File: config.mk
export PLATFORM = sky130hd
export DESIGN_NAME = moore_rr_arbiter
export DESIGN_NICKNAME = d
export VERILOG_FILES = /design/src/rtl/moore_rr_arbiter.sv
export SDC_FILE = /design/constraint.sdc
export NUM_CORES = 1
export LEC_CHECK = 0
export BUFFER_PORTS_ARGS = -buffer_cell sky130_fd_sc_hd__buf_2
export CORE_MARGIN = 5
export CORE_UTILIZATION = 56
export DETAILED_ROUTE_END_ITERATION = 10
export GPL_TIMING_DRIVEN = 0
export PLACE_DENSITY = 0.81
export SETUP_SLACK_MARGIN = 0.5
export SLEW_MARGIN = 20
export SYNTH_ARGS = -nofsm -noshare
export SYNTH_HDL_FRONTEND = slang
export SYNTH_SLANG_ARGS = --single-unit
export TNS_END_PERCENT = 10
File: constraint.sdc
create_clock -name clk -period 3 [get_ports clk]
set_input_delay 0.45 -clock clk [delete_from_list [all_inputs] [get_ports clk]]
set_output_delay 0.45 -clock clk [all_outputs]
set_load 0.01 [all_outputs]
File: src/rtl/moore_rr_arbiter.sv
// Purpose: Moore round-robin arbiter sharing one resource between N_REQ level requesters, with a hold limit.
// Latency: req sampled at one edge gives gnt right after that edge; each ownership change inserts one idle cycle.
// Backpressure: en=0 blocks new grants only; owners keep the grant while they hold req, unless a waiting requester forces an eviction at the hold limit.
module moore_rr_arbiter #(
  parameter int N_REQ    = 4,
  parameter int ID_W     = 2,
  parameter int MAX_HOLD = 8
) (
  input  logic             clk,
  input  logic             reset,
  input  logic             en,
  input  logic [N_REQ-1:0] req,
  output logic [N_REQ-1:0] gnt,
  output logic [ID_W-1:0]  gnt_id,
  output logic             busy,
  output logic             preempt
);

  localparam int HOLD_W = $clog2(MAX_HOLD);
  localparam logic [HOLD_W-1:0] HOLD_LAST = HOLD_W'(MAX_HOLD - 1);
  localparam logic [ID_W-1:0]   OWNER_RST = ID_W'(N_REQ - 1);

  localparam logic [0:0] IDLE  = 1'b0;
  localparam logic [0:0] GRANT = 1'b1;

  logic [0:0]        state;
  logic [ID_W-1:0]   owner;
  logic [ID_W-1:0]   last_owner;
  logic [HOLD_W-1:0] hold_cnt;
  logic              preempt_q;

  logic [N_REQ-1:0]   owner_oh;
  logic               owner_req;
  logic               others_req;
  logic [2*N_REQ-1:0] req_dbl;
  logic [2*N_REQ-1:0] req_shift;
  logic [N_REQ-1:0]   req_rot;
  logic               sel_vld;
  logic [ID_W-1:0]    sel_idx;

  // Owner one-hot mask and the two request summaries the GRANT state acts on.
  always_comb begin
    owner_oh   = N_REQ'(1) << owner;
    owner_req  = |(req & owner_oh);
    others_req = |(req & ~owner_oh);
  end

  // Rotate req so bit 0 is the requester right after last_owner, then take the first set bit.
  always_comb begin
    req_dbl   = {req, req};
    req_shift = req_dbl >> (int'(last_owner) + 1);
    req_rot   = req_shift[N_REQ-1:0];
    sel_vld   = 1'b0;
    sel_idx   = '0;
    for (int k = 0; k < N_REQ; k++) begin
      if (!sel_vld && req_rot[k]) begin
        sel_vld = 1'b1;
        sel_idx = ID_W'((int'(last_owner) + 1 + k) % N_REQ);
      end
    end
  end

  // Arbitration FSM: IDLE picks the next owner, GRANT handles release, eviction and hold counting.
  always_ff @(posedge clk or negedge reset) begin
    if (!reset) begin
      state      <= IDLE;
      owner      <= '0;
      last_owner <= OWNER_RST;
      hold_cnt   <= '0;
      preempt_q  <= 1'b0;
    end else begin
      preempt_q <= 1'b0;
      case (state)
        IDLE: begin
          if (en && sel_vld) begin
            owner    <= sel_idx;
            hold_cnt <= '0;
            state    <= GRANT;
          end
        end
        GRANT: begin
          if (!owner_req) begin
            // Release wins over eviction, so no preempt pulse here.
            state      <= IDLE;
            last_owner <= owner;
            hold_cnt   <= '0;
          end else if (hold_cnt == HOLD_LAST && others_req) begin
            state      <= IDLE;
            last_owner <= owner;
            hold_cnt   <= '0;
            preempt_q  <= 1'b1;
          end else if (hold_cnt != HOLD_LAST) begin
            hold_cnt <= hold_cnt + 1'b1;
          end
        end
        default: state <= IDLE;
      endcase
    end
  end

  // Outputs decode purely from registered state, so req never reaches gnt combinationally.
  always_comb begin
    busy    = (state == GRANT);
    gnt     = (state == GRANT) ? owner_oh : '0;
    gnt_id  = (state == GRANT) ? owner : '0;
    preempt = preempt_q;
  end

endmodule

==> impl_metrics.yaml <==
route:
  drt_pre_antenna_iters: 4
  postRouteAntennaNets: 0
  routed_wl_mm: 1.74
  drc: 0
  wl_per_cell_um: 15.1
  drt_iter0_drc: 12
  via_count: 711
  vias_per_cell: 6.18
final_layout:
  syn2layout_area_growth_pct: 14.6
  num-fill-cells: 115
  final_core_utilization: 0.672
  n_antenna_cell: 0
  multi_input_area_um2: 458
  final-instance-count-excl-fill: 115
  nNetsFinal: 110
  drive_gt1_frac: 0.300
  regArea_um2: 228
sta:
  maxSlewViolCount: 0
  rsz0062_at_grt: "no"
  timing.final.hold_violations: 0
  fin_skew_ns: 0.00374
  worst_pin_slew_ns: 0.309
  min_period_over_period: 0.579
  setup_ws_ns: 1.26
  fmax_ghz: 0.576
  holdWs_ns: 0.0179
  final-setup-viol-count: 0
  relSlewSlack: 0.791
  setup_tns_ns: 0
  min_period_ns: 1.74
clock_tree:
  cts_inserted_buffers: 3
  clk_latency_ns: 0.27
  cts-root-buf: "clkbuf_4"
  cts_tree: "built"
  tritoncts_num_sinks: 9
  h-tree-depth: 1
  ctsHoldBuffers: 0
  clk_pin_slew_ns: 0.07
  cts-resized-gates: 0
  clock_path_buffers: 2
  postCtsSetupBuffers: 0
yosys:
  synth_cell_types: 40
  synth_seq_cells: 9
  synth_top_family_by_area: "compound AO/OA/AOI/OAI gates"
  ys_seq_area_frac: 0.302
  yosys.area_share.simple: 0.244
  ys_warn_count: 0
  synth-adder-area-share: 0.0332
  synth_compound_area_frac: 0.257
  syn_nets: 92
  synthXorXnorAreaFrac: 0
  syn_area_per_cell_um2: 9.07
  syn-cell-area_um2: 753
  synth_cells: 83
  synth_async_sr_flop_share: 1.00
  synth_edf_count: 0
  synthFlopType: "dfrtp_1"
  muxShareOfSynthArea: 0.0731
place:
  gp_congestion: 0.809
  placed_cells: 111
  io_buffers: 13
  hpwl_mm: 1.34
  pre_cts_ws_ns: 1.00
pwr:
  peakVddDrop_uv: 610
  p_per_area_nw_per_um2: 945
  leakagePower_uw: 0.000389
die:
  fp.dieW_um: 46.7
  fp-row-count: 13
  io_pins: 15
  die_area_um2: 2180
  coreArea_um2: 1280
  chipHeight_um: 46.7
  start_util: 0.586
setup_path:
  path_class: "reg2reg"
  endpoint_kind: "flop"
  crit_fanout: 10
  cp_num_buf_inv: 1
  cp-start-kind: "flop"
  worst_ep_required_time_ns: 3.19
  worst_path_max_delay_cell: "or4b_4"
  crit_chain: "clkbuf_2 -> or4b_4 -> a31oi_4 -> o31ai_1 -> a21oi_1"
  critPathMaxStageDelay_ns: 0.53
  critPathArrivalTime_ns: 1.93
  cpLargestDelayFamily: "compound AO/OA/AOI/OAI gates"
global_routing:
  grt_pass1_wl_mm: 3.04
  antenna_found_initial: 0
  grt_max_degree: 11
  track_usage: 0.198
  grt_pass1_vias: 721
  grt.overflow.total: 0
job:
  maxCapViolations: 0
worst_hold_path:
  hold_path.class: "in2async"
outcome:
  status: "completed"
==> cell usage in the layout, fill, tap and decap left out, types with 3 or more instances in the layout <==
cell       n
buf_2     15
nand2_1    4
nor2_1     7
clkbuf_4   3
a21oi_1    3
o211ai_1   3
dfrtp_1    7
inv_1      6
nand3_1    3
nor2b_1    3
==> state kept, by name, indices dropped and copies added, names as in the netlist <==
register,cells
last_owner,2
preempt,1
owner,2
busy,1
hold_cnt,3
==> kinds of logic (layout without fill, tap and decap cells) <==
group | count (synthesis) | count (layout)
adder cells (fa/ha/maj) | 2 | 2
buffers and inverters | 13 | 30
AO/OA/AOI/OAI | 24 | 24
multiplexers | 4 | 4
flip-flops | 9 | 9
AND/OR/NAND/NOR | 31 | 31
==> layer usage <==
layer | GRT usage | vias up | wire length, µm | share of wire
met4 | 0.0994 | 0 | 45 | 0.026
met1 | 0.242 | 339 | 775 | 0.45
li1 | - | 350 | - | -
met3 | 0.0547 | 6 | 102 | 0.059
met5 | 0 | - | 0 | 0
met2 | 0.316 | 16 | 816 | 0.47
==> final cells by class <==
cell class	instances	share of cell area
multi-input cells	61	0.530
flip-flops and latches	9	0.264
repair buffers	13	0.0754
plain buffers	7	0.0522
clock buffers	4	0.0304
inverters	6	0.0261
well taps	15	0.0217
==> worst register-to-register path: cells and delay by family, from the launching register on <==
kind / cells / cell delay [ns]
buf+inv: 1 / 0.18
simple gates: 1 / 0.53
compound gates: 3 / 0.57
flops: 1 / 0.39
==> power breakdown <==
part | internal [µW] | switching, µW | total [µW]
Clock | 51.5 | 46.9 | 98.4
Sequential | 186 | 39.6 | 226
Combinational | 221 | 270 | 492
==> final timing paths <==
| path | endpoint | start | cells past startpoint | slack (ns) |
|---|---|---|---|---|
| min reg2reg | hold_cnt[0] | hold_cnt[0] | 1 | 0.51 |
| min | preempt | reset | 1 | 0.02 |
| max | busy | owner[1] | 5 | 1.26 |
| max reg2reg | busy | owner[1] | 5 | 1.26 |
| max in group asynchronous | last_owner[1] | reset | 1 | 2.73 |
| min in group clk | hold_cnt[0] | hold_cnt[0] | 1 | 0.51 |
==> through the flow <==
step                power, µW  area, µm²
floorplan                 592        753
global placement          696        837
detailed placement        718        837
CTS                       816        863
global route              886        863
finish                    816        863
==> Yosys cell counts, types with 2 or more instances <==
| master | n | area, µm² |
|---|---|---|
| dfstp_2 | 2 | 52.6 |
| nand2b_1 | 2 | 12.5 |
| inv_1 | 6 | 22.5 |
| a211oi_1 | 2 | 15.0 |
| buf_2 | 2 | 10.0 |
| o211ai_1 | 3 | 22.5 |
| buf_6 | 2 | 22.5 |
| or4_1 | 2 | 15.0 |
| o311ai_0 | 2 | 17.5 |
| a32oi_1 | 2 | 17.5 |
| nand4_1 | 2 | 12.5 |
| nand2_1 | 4 | 15.0 |
| nor2_1 | 7 | 26.3 |
| o2111ai_1 | 2 | 17.5 |
| nand3_1 | 3 | 15.0 |
| dfrtp_1 | 7 | 175 |
| o21ai_0 | 2 | 10.0 |
| a21oi_1 | 3 | 15.0 |
| a311oi_1 | 2 | 17.5 |
| ha_1 | 2 | 25.0 |
| and3_1 | 2 | 12.5 |
| mux2_1 | 2 | 22.5 |
| nor2b_1 | 3 | 18.8 |
Power figures use the tool's default switching activity.
